<file path="config.mk">
export PLATFORM = sky130hd
export DESIGN_NAME = serial_to_parallel
export DESIGN_NICKNAME = d
export VERILOG_FILES = /design/src/rtl/uart_pkg.sv /design/src/rtl/serial_to_parallel_gap_timer.sv /design/src/rtl/serial_to_parallel.sv
export SDC_FILE = /design/constraint.sdc
export NUM_CORES = 1
export LEC_CHECK = 0
export BUFFER_PORTS_ARGS = -buffer_cell sky130_fd_sc_hd__buf_2
export CORE_MARGIN = 2
export CORE_UTILIZATION = 54
export CTS_CLUSTER_DIAMETER = 200
export DETAILED_ROUTE_END_ITERATION = 10
export PLACE_DENSITY = 0.91
export SKIP_CTS_REPAIR_TIMING = 1
export SLEW_MARGIN = 20
export SYNTH_ARGS = -nofsm -noshare
export SYNTH_HDL_FRONTEND = slang
export SYNTH_SLANG_ARGS = --single-unit
</file>
<file path="constraint.sdc">
create_clock -name clk -period 3.9 [get_ports clk]
set_input_delay 0.39 -clock clk [delete_from_list [all_inputs] [get_ports clk]]
set_output_delay 0.39 -clock clk [all_outputs]
set_load 0.01 [all_outputs]
</file>
<file path="src/rtl/uart_pkg.sv">
// Constants and helpers shared by the chunked serializer and deserializer.
// Both ends derive the chunk count and its width from here so they stay consistent.
package uart_pkg;

    localparam int P_WIDTH_DEF = 24;
    localparam int S_WIDTH_DEF = 8;

    typedef enum logic {
        ASM_IDLE     = 1'b0,
        ASM_ASSEMBLE = 1'b1
    } asm_state_t;

    function automatic int count_max(input int p_width, input int s_width);
        return p_width / s_width;
    endfunction

    // Width of a counter running 0..cmax-1, never narrower than one bit.
    function automatic int count_width(input int cmax);
        return (cmax <= 2) ? 1 : $clog2(cmax);
    endfunction

    localparam int COUNT_MAX_DEF = count_max(P_WIDTH_DEF, S_WIDTH_DEF);

endpackage

</file>
<file path="src/rtl/serial_to_parallel_gap_timer.sv">
// Idle-gap detector: counts cycles with run=1 and kick=0; expire is a combinational pulse
// on the TIMEOUT-th such cycle. kick or !run restarts the count. TIMEOUT=0 never expires.
module gap_timer #(
    parameter int TIMEOUT = 16
) (
    input  logic clk,
    input  logic rst,
    input  logic run,
    input  logic kick,
    output logic expire
);

    localparam int            CW      = (TIMEOUT < 2) ? 1 : $clog2(TIMEOUT);
    localparam bit            ENABLED = (TIMEOUT != 0);
    localparam logic [CW-1:0] LAST    = CW'((TIMEOUT > 0) ? TIMEOUT - 1 : 0);

    logic [CW-1:0] cnt;

    assign expire = ENABLED && run && !kick && (cnt == LAST);

    always_ff @(posedge clk) begin
        if (rst || !run || kick || expire) begin
            cnt <= '0;
        end else begin
            cnt <= cnt + CW'(1);
        end
    end

endmodule

</file>
<file path="src/rtl/serial_to_parallel.sv">
// Assembles S_WIDTH chunks (MSB chunk first) into a P_WIDTH word; word valid 1 cycle after last chunk.
// Input never stalls; a word completing while the holding register stays full is dropped (sticky overflow).
module serial_to_parallel
    import uart_pkg::*;
#(
    parameter int P_WIDTH = P_WIDTH_DEF,
    parameter int S_WIDTH = S_WIDTH_DEF,
    parameter int TIMEOUT = 16
) (
    input  logic               clk,
    input  logic               rst,
    input  logic               in_valid,
    input  logic [S_WIDTH-1:0] in_data,
    input  logic               out_ready,
    input  logic               ovf_clr,
    output logic               out_valid,
    output logic [P_WIDTH-1:0] out_data,
    output logic               busy,
    output logic               overflow,
    output logic               frame_err
);

    localparam int            CMAX     = count_max(P_WIDTH, S_WIDTH);
    localparam int            CW       = count_width(CMAX);
    localparam int            SH_W     = P_WIDTH - S_WIDTH;
    localparam logic [CW-1:0] LAST_IDX = CW'(CMAX - 1);

    asm_state_t        state;
    logic [CW-1:0]     count;
    logic [SH_W-1:0]   shift;
    logic [P_WIDTH-1:0] word;
    logic              complete, drain, accept, drop, expire;

    assign word     = {shift, in_data};
    assign complete = in_valid && (count == LAST_IDX);
    assign drain    = out_valid && out_ready;
    // A word may land in the same cycle the held one is consumed.
    assign accept   = complete && (!out_valid || drain);
    assign drop     = complete && !accept;

    gap_timer #(
        .TIMEOUT (TIMEOUT)
    ) u_gap_timer (
        .clk    (clk),
        .rst    (rst),
        .run    (state == ASM_ASSEMBLE),
        .kick   (in_valid),
        .expire (expire)
    );

    always_ff @(posedge clk) begin
        if (rst) begin
            state     <= ASM_IDLE;
            count     <= '0;
            shift     <= '0;
            busy      <= 1'b0;
            out_valid <= 1'b0;
            out_data  <= '0;
            overflow  <= 1'b0;
            frame_err <= 1'b0;
        end else begin
            frame_err <= expire;

            if (in_valid) begin
                shift <= word[SH_W-1:0];
                if (complete) begin
                    count <= '0;
                    busy  <= 1'b0;
                    state <= ASM_IDLE;
                end else begin
                    count <= count + CW'(1);
                    busy  <= 1'b1;
                    state <= ASM_ASSEMBLE;
                end
            end else if (expire) begin
                shift <= '0;
                count <= '0;
                busy  <= 1'b0;
                state <= ASM_IDLE;
            end

            if (accept) begin
                out_valid <= 1'b1;
                out_data  <= word;
            end else if (drain) begin
                out_valid <= 1'b0;
                out_data  <= '0;
            end

            if (drop) begin
                overflow <= 1'b1;
            end else if (ovf_clr) begin
                overflow <= 1'b0;
            end
        end
    end

endmodule

</file>
==> results.cfg, run 1 <==
[critical_path]
end_kind = register
start_kind = register
path_buf_inv = 0
worstPathRequired_ps = 4220
r2r_slack_ps = 2090
timing.rr.end = out_data[9]$_SDFFE_PP0P_
cpMaxStageDelayCell = a211oi_4
r2r-start = out_valid$_SDFFE_PP0P_
critPathTopFamily = compound AO/OA/AOI/OAI gates
reg2regPathDepth = 3
cp.arrival_ps = 2130
slowest_delay_ps = 760
crit_path_cell_trace = and4bb_4 > a211oi_4 > a22o_1
crit_fanout = 24
critPathKind = reg2reg

[pwr]
ir_drop_mv = 0.267
pwr_density_cell_nw_per_um2 = 437
p_leak_nw = 0.850
finalPower_mw = 0.820

[finish]
fin_util = 0.669
drive_above_1_share = 0.300
nNetsFinal = 183
syn2layout_area_growth_pct = 14.9
finalInstanceArea_um2 = 1880
num-fill-cells = 225
antennaDiodeCount = 0

[detailed_routing]
antenna_left = 0
wirelength_um = 3260
route.detailed.drc = 4
vias = 1192
drtPass1Iterations = 7
vias_per_cell = 5.93
initialDrtViolationCount = 56
wl_per_cell_um = 16.2

[cts]
clk_path_buf_depth = 2
cts_max_level = 2
clkSinkCount = 50
cts_tree = yes
path_clk_slew_ps = 130
clk_latency_ps = 370
numCtsBuffers = 5
cts_root_buffer = clkbuf_4

[grt]
antenna_found_initial = 0
use_met2 = 0.327
grt_pass1_vias = 1170
met3_usage = 0.0764
grt_usage = 0.210
grt_max_degree = 25
overflow = 0
grtUsageMet1 = 0.255
grt_busiest_layer = met2
grt_first_pass_wirelength_um = 5400

[synth]
synthTopCellsByArea = dfxtp_1, a22o_1, nor2_1
syn-instance-count = 130
synth_warnings = 0
synth_seq_cells = 50
synth_compound_area_frac = 0.254
synth_top_area_frac = 0.613
synthXorXnorAreaFrac = 0.0107
avgSynthCellArea_um2 = 12.6
ys_seq_area_frac = 0.613
synthesis.area_um2 = 1630
yosys.area_share.simple = 0.0728
synth_cell_types = 22
synth-adder-area-share = 0.00766
synth_area_leader_cell = dfxtp_1
synth_mux_area_frac = 0
syn-num-nets = 144
synth_top_family_by_area = compound AO/OA/AOI/OAI gates

[floorplan]
die_area_um2 = 3480
die_y_um = 59.0
chipWidth_um = 59.0
rows = 19
initial_core_util = 0.582
coreArea_um2 = 2810
io_pins = 41

[place]
port_buffers = 40
hpwlAfterDp_um = 2250
gp_congestion = 0.741
dpl_cell_area_um2 = 1820
dp_worst_setup_slack_ps = 2030

[min_path]
hp-class = in2reg
holdPathStages = 2
min-delay-start = in_data[0]
hold_end = out_data[0]$_SDFFE_PP0P_

[sta]
fin_crit_ps = 1810
drv_slew = 0
finalClockSkew_ps = 8.54
tns_ps = 0
setup_viol = 0
hold_viol_final = 0
fmax_ghz = 0.552
layout_worst_path_cycle_share = 0.464
max-slew-margin-rel = 0.345
worstMarginPinSlew_ps = 980
rsz0062_at_grt = false
setup_slack_ps = 2090

[run_status]
violations = design-rule violations
outcome = complete, but fails checks

[job]
maxCapViolCount = 0
cells by family (layout without fill, tap and decap cells):
kind of cell | Yosys count | after routing
AND/OR/NAND/NOR | 19 | 19
XOR/XNOR | 2 | 2
flip-flops | 50 | 50
AO/OA/AOI/OAI | 47 | 47
buffers and inverters | 11 | 51
adder cells (fa/ha/maj) | 1 | 1
power by group:
group          leakage (nW)  switching (mW)  internal (mW)
registers             0.406          0.0102          0.524
logic                 0.409          0.0267         0.0200
clock network        0.0353           0.152         0.0876
total                 0.850           0.189          0.631
metrics by stage:
| stage | hold WS, ps | std cells |
|---|---|---|
| final | 233 | 201 |
| after global routing | 217 | 201 |
| after CTS | 226 | 201 |
| after detailed placement | 453 | 193 |
| after global placement | 428 | 193 |
| after floorplan | 418 | 130 |
state kept, by name (all words and copies together) (netlist names):
| signal | flops |
|---|---|
| out_data | 24 |
| shift | 16 |
| u_gap_timer.cnt | 4 |
| count | 2 |
| frame_err | 1 |
| out_valid | 1 |
| overflow | 1 |
| state | 1 |
routing by layer:
| metal | vias up | part of all wire |
|---|---|---|
| li1 | 563 | - |
| met1 | 576 | 0.43 |
| met2 | 45 | 0.49 |
| met3 | 8 | 0.063 |
| met4 | 0 | 0.024 |
| met5 | - | 0 |
synthesized netlist by cell type:
| cell type | n |
|---|---|
| nand3_1 | 3 |
| a211oi_4 | 1 |
| ha_1 | 1 |
| xor2_1 | 1 |
| buf_6 | 2 |
| nor4_1 | 1 |
| a22o_1 | 42 |
| a21oi_1 | 1 |
| o21ai_0 | 1 |
| buf_4 | 2 |
| nor3b_4 | 1 |
| nand2b_1 | 1 |
| dfxtp_1 | 50 |
| and2b_1 | 1 |
| nor2b_1 | 3 |
| nor2_1 | 8 |
| xnor2_1 | 1 |
| and4bb_4 | 1 |
| o21a_1 | 1 |
| a32oi_1 | 1 |
| buf_2 | 4 |
| inv_1 | 3 |
final cells by class:
class                      instances  area, µm²  share of cell area
timing repair buffer              40        200               0.107
inverter                           3       11.3             0.00600
clock inverter                     1       5.00             0.00267
clock buffer                       7       55.1              0.0293
multi-input combinational         69        566               0.301
sequential                        50       1000               0.533
tap                               31       38.8              0.0207
cells in the final DEF, fill, tap and decap left out, drive strengths merged:
cell / Yosys / final
dfxtp: 50 / 50
a22o: 42 / 42
buf: 8 / 40
nor2: 8 / 8
clkbuf: 0 / 7
nand3: 3 / 3
inv: 3 / 3
nor2b: 3 / 3
xnor2: 1 / 1
and4bb: 1 / 1
a211oi: 1 / 1
nand2b: 1 / 1
and2b: 1 / 1
nor3b: 1 / 1
a21oi: 1 / 1
a32oi: 1 / 1
nor4: 1 / 1
o21ai: 1 / 1
o21a: 1 / 1
xor2: 1 / 1
ha: 1 / 1
clkinv: 0 / 1
worst max path at each step:
stage,from,to,slack (ps),cells past startpoint
after floorplan,u_gap_timer.cnt[0]$_SDFF_PP0_,shift[10]$_SDFFE_PP0P_,2520,6
after global placement,in_valid,shift[12]$_SDFFE_PP0P_,2100,3
after detailed placement,rst,out_data[9]$_SDFFE_PP0P_,2030,4
after CTS,out_valid$_SDFFE_PP0P_,out_data[9]$_SDFFE_PP0P_,2080,3
after global routing,out_valid$_SDFFE_PP0P_,out_data[3]$_SDFFE_PP0P_,1980,3
final,out_valid$_SDFFE_PP0P_,out_data[9]$_SDFFE_PP0P_,2090,3
Power figures use the tool's default switching activity.
==> run 2: changes to the inputs <==
ABC_AREA = 1   (was unset)
CORE_UTILIZATION = 48   (was 54)
PLACE_DENSITY = 0.84   (was 0.91)
clock period = 1.65 ns   (was 3.9 ns; I/O delays follow)
==> run 2 against run 1 <==
The flow now finishes without violations. Global-route usage is 1.5 points lower. First-iteration DRC count is 100% higher. Combinational power grew to 2.9 times the previous value. Largest power group unchanged. Routed wire length is 20% higher. Register-to-register slack worse by 1900 ps. Critical path type unchanged.
==> results.cfg, run 2 <==
[sta]
rsz0062_at_grt = false
worstMarginPinSlew_ps = 834
max-slew-margin-rel = 0.444
fmax_ghz = 0.678
finalClockSkew_ps = 7.13
layout_worst_path_cycle_share = 0.894
drv_slew = 0
hold_viol_final = 0
setup_viol = 0
tns_ps = 0
fin_crit_ps = 1470

[detailed_routing]
wirelength_um = 3900
vias_per_cell = 5.34
antenna_left = 0
drtPass1Iterations = 4
route.detailed.drc = 0
initialDrtViolationCount = 114
vias = 1689
wl_per_cell_um = 12.3

[pwr]
power_frac_clock = 0.373
ir_drop_mv = 0.584
pwr_density_cell_nw_per_um2 = 1010
p_switching_mw = 0.481
switching_share = 0.217
sequentialPowerShare = 0.566
internal_power_mw = 1.74
p_leak_nw = 0.893
p_comb_frac = 0.061

[cts]
path_clk_slew_ps = 80
numCtsBuffers = 5
cts_root_buffer = clkbuf_8
clkSinkCount = 50
clk_latency_ps = 300
cts_tree = yes
clk_path_buf_depth = 2
cts_max_level = 2

[finish]
drive_above_1_share = 0.213
syn2layout_area_growth_pct = 15.0
final_cell_mix = nand3_1, dfxtp_1, a21oi_1
largest_registers = out_data: 24 flops, shift: 16 flops, u_gap_timer.cnt: 4 flops
nNetsFinal = 281
fin_cells = 316
finalInstanceArea_um2 = 2200
final_common_cell = nand3_1
antennaDiodeCount = 0
regMostFlops = out_data
largest_reg_flops = 24

[critical_path]
reg2regPathDepth = 4
crit_fanout = 26
critPathTopFamily = simple AND/OR/NAND/NOR gates
critPathKind = reg2reg
slowest_delay_ps = 650
r2r_slack_ps = 180
timing.rr.end = out_data[6]$_SDFFE_PP0P_
cpMaxStageDelayCell = or2_1
worstPathRequired_ps = 1880
path_buf_inv = 1
cp.arrival_ps = 1710
r2r-start = out_valid$_SDFFE_PP0P_
start_kind = register
end_kind = register
crit_path_cell_trace = inv_1 > or2_1 > nand3_1 > a21oi_1

[min_path]
holdPathStages = 3
hold_end = shift[4]$_SDFFE_PP0P_
hp-class = in2reg
min-delay-start = in_data[4]

[place]
dpl_cell_area_um2 = 2100
port_buffers = 40
hpwlAfterDp_um = 2730
gp_congestion = 0.752
dp_cells = 308

[synth]
synth_cell_types = 18
synth_area_leader_cell = dfxtp_1
synth_seq_cells = 50
syn-num-nets = 247
synthesis.area_um2 = 1920
synth_top_cells_by_count = nand3_1, dfxtp_1, a21oi_1
synth-edff-count = 0
synth_warnings = 0
avgSynthCellArea_um2 = 8.23
synth_most_common_cell = nand3_1
syn-instance-count = 233
synthTopCellsByArea = dfxtp_1, nand3_1, a21oi_1
ys_seq_area_frac = 0.522
synthFlopType = dfxtp_1
async_flop_share = 0
synth_top_area_frac = 0.522

[grt]
grt_usage = 0.195
grt_first_pass_wirelength_um = 6710
overflow = 0
grt_max_degree = 27
grt_pass1_vias = 1557
antenna_found_initial = 0

[floorplan]
initial_core_util = 0.512
coreArea_um2 = 3740
io_pins = 41
die_area_um2 = 4520
die_y_um = 67.2
chipWidth_um = 67.2
rows = 22

[run_status]
outcome = finished clean

[job]
maxCapViolCount = 0
## run 2: final cells by class
cell class              instances  area, µm²
fillers                       398       1540
flip-flops and latches         50       1000
multi-input cells             153        749
repair buffers                 46        245
clock buffers                   7       76.3
well taps                      48       60.1
inverters                      11       42.5
clock inverters                 1       30.0
## run 2: how the worst max path moves through the flow
stage / cells past startpoint / start / slack [ps] / to
finish: 4 / out_valid$_SDFFE_PP0P_ / 180 / out_data[6]$_SDFFE_PP0P_
global route: 4 / out_valid$_SDFFE_PP0P_ / 20 / out_data[8]$_SDFFE_PP0P_
CTS: 4 / out_valid$_SDFFE_PP0P_ / 190 / out_data[22]$_SDFFE_PP0P_
detailed placement: 4 / out_valid$_SDFFE_PP0P_ / 210 / out_data[22]$_SDFFE_PP0P_
global placement: 4 / out_valid$_SDFFE_PP0P_ / 260 / out_data[8]$_SDFFE_PP0P_
floorplan: 6 / out_valid$_SDFFE_PP0P_ / 480 / out_data[5]$_SDFFE_PP0P_
## run 2: tightest hold or removal path, delay by kind of cell
family	cells	cell delay, ps
buffers and inverters	1	110
AOI/OAI and AO/OA	1	50
and+or+nand+nor	1	60
## run 2: kinds of logic after synthesis
logic type / count (synthesis) / synth area share
adder cells (fa/ha/maj): 1 / 0.00653
flip-flops: 50 / 0.522
AO/OA/AOI/OAI: 47 / 0.123
AND/OR/NAND/NOR: 105 / 0.262
buffers and inverters: 30 / 0.0868
## run 2: layer usage
layer  share of wire  wire length, µm  track usage  vias up
met5               0                0            0        -
met4           0.012               48       0.0536        0
met3           0.049              191       0.0600        6
met2            0.50             1930        0.344       38
met1            0.44             1730        0.229      782
li1                -                -            -      863
## run 2: metrics by stage
stage	hold slack, ps	util	setup slack (ps)	power (mW)
2_1_floorplan	312	-	482	1.38
3_3_place_gp	438	0.560	259	1.42
3_5_place_dp	441	0.560	214	1.42
4_1_cts	116	0.589	188	2.25
5_1_grt	127	0.589	23.6	2.32
6_report	131	0.589	175	2.22
## run 2: power by group through the flow
| stage | sequential [mW] | clock (mW) | combinational, mW |
|---|---|---|---|
| after global placement | 1.28 | 0 | 0.134 |
| after global routing | 1.26 | 0.905 | 0.153 |
| after CTS | 1.26 | 0.853 | 0.136 |
| after detailed placement | 1.29 | 0 | 0.136 |
| final | 1.26 | 0.828 | 0.135 |
| after floorplan | 1.29 | 0 | 0.0931 |
==> run 3: changes to the inputs <==
REMOVE_ABC_BUFFERS = 1   (was unset)
==> run 3 against run 2 <==
Cell area rose by 0.96%. Cell count did not move. Clock skew fell by 1.7 ps. Maximum frequency rose by 5.5%. Sequential power barely moved. Total power rose by 1.8%. Sequential share of layout area fell by 0.43 points. Via count fell by 0.47%. Clock-buffer cell count fell by 2. Flip-flop and latch count did not move. Largest cell class unchanged. Highest routed layer unchanged.
==> results.cfg, run 3 (synthesis gave the netlist of run 2 again) <==
[critical_path]
crit_path_cell_trace = ha_1 > nand2_1 > nor2_1 > nand2_2 > buf_4 > nand3_1 > a21oi_1
crit_fanout = 11
cp.arrival_ps = 1590
start_kind = register
path_buf_inv = 1
r2r-start = u_gap_timer.cnt[0]$_SDFF_PP0_
reg2regPathDepth = 7
timing.rr.end = shift[7]$_SDFFE_PP0P_
critPathTopFamily = simple AND/OR/NAND/NOR gates
cpMaxStageDelayCell = dfxtp_1
critPathKind = reg2reg
end_kind = register
r2r_slack_ps = 250
worstPathRequired_ps = 1840
slowest_delay_ps = 390

[finish]
final_cell_mix = nand3_1, dfxtp_1, a21oi_1
drive_above_1_share = 0.228
nNetsFinal = 281
largest_registers = out_data: 24 flops, shift: 16 flops, u_gap_timer.cnt: 4 flops
final_common_cell = nand3_1
fin_util = 0.595
syn2layout_area_growth_pct = 16.1
regMostFlops = out_data
fin_cells = 316
largest_reg_flops = 24
antennaDiodeCount = 0
finalInstanceArea_um2 = 2230

[place]
dp_worst_setup_slack_ps = 169
gp_congestion = 0.787
dp_cells = 308
hpwlAfterDp_um = 2590
port_buffers = 40
dpl_cell_area_um2 = 2110

[detailed_routing]
vias_per_cell = 5.32
antenna_left = 0
wl_per_cell_um = 12.6
drtPass1Iterations = 4
vias = 1681
wirelength_um = 3970
route.detailed.drc = 0
initialDrtViolationCount = 125

[sta]
max-slew-margin-rel = 0.667
rsz0062_at_grt = false
finalClockSkew_ps = 5.39
drv_slew = 0
fmax_ghz = 0.715
layout_worst_path_cycle_share = 0.847
setup_slack_ps = 252
worstMarginPinSlew_ps = 500
hold_ws_ps = 119
setup_viol = 0
fin_crit_ps = 1400
hold_viol_final = 0
tns_ps = 0

[floorplan]
chipWidth_um = 67.2
initial_core_util = 0.512
die_y_um = 67.2
die_area_um2 = 4520
rows = 22
io_pins = 41
coreArea_um2 = 3740

[grt]
grt_usage = 0.201
grt_pass1_vias = 1523
grt_max_degree = 35
overflow = 0
antenna_found_initial = 0
grt_first_pass_wirelength_um = 6870

[cts]
cts_max_level = 2
cts_root_buffer = clkbuf_8
clkSinkCount = 50
numCtsBuffers = 5
cts_tree = yes
clk_latency_ps = 300
clk_path_buf_depth = 2
path_clk_slew_ps = 90

[pwr]
p_leak_nw = 0.905
pwr_density_cell_nw_per_um2 = 1020
finalPower_mw = 2.26
ir_drop_mv = 0.557

[min_path]
holdPathStages = 3
min-delay-start = in_data[2]
hold_end = shift[2]$_SDFFE_PP0P_
hp-class = in2reg

[job]
maxCapViolCount = 0

[run_status]
outcome = finished clean
-- run 3: how the worst max path moves through the flow --
stage                                             start                       end  cells past startpoint
after CTS                 u_gap_timer.cnt[0]$_SDFF_PP0_     shift[7]$_SDFFE_PP0P_                      7
after global placement    u_gap_timer.cnt[0]$_SDFF_PP0_    shift[14]$_SDFFE_PP0P_                      7
after global routing      u_gap_timer.cnt[0]$_SDFF_PP0_     shift[7]$_SDFFE_PP0P_                      7
final                     u_gap_timer.cnt[0]$_SDFF_PP0_     shift[7]$_SDFFE_PP0P_                      7
after floorplan           u_gap_timer.cnt[0]$_SDFF_PP0_        state$_SDFFE_PP0P_                      6
after detailed placement         out_valid$_SDFFE_PP0P_  out_data[9]$_SDFFE_PP0P_                      4
-- run 3: routing by layer --
metal | up-vias | global-route usage | part of all wire
li1 | 861 | - | -
met1 | 774 | 0.254 | 0.45
met2 | 41 | 0.334 | 0.49
met3 | 5 | 0.0500 | 0.047
met4 | 0 | 0.0663 | 0.010
met5 | - | 0 | 0
-- run 3: tightest hold or removal path, stage by stage --
cell	delay, ps
buf_2	100
nand2_1	50
a21oi_1	50
-- run 3: power by group --
group | total, mW | internal [mW] | switching, mW
clock network | 0.861 | 0.454 | 0.406
registers | 1.26 | 1.24 | 0.0206
logic | 0.142 | 0.0508 | 0.0907
total | 2.26 | 1.74 | 0.518
-- run 3: area by class of cell --
type | count | area (µm²)
Fill cell | 363 | 1520
Tap cell | 48 | 60.1
Sequential cell | 50 | 1000
Clock inverter | 3 | 43.8
Inverter | 11 | 42.5
Timing Repair Buffer | 46 | 258
Clock buffer | 5 | 68.8
Multi-Input combinational cell | 153 | 752
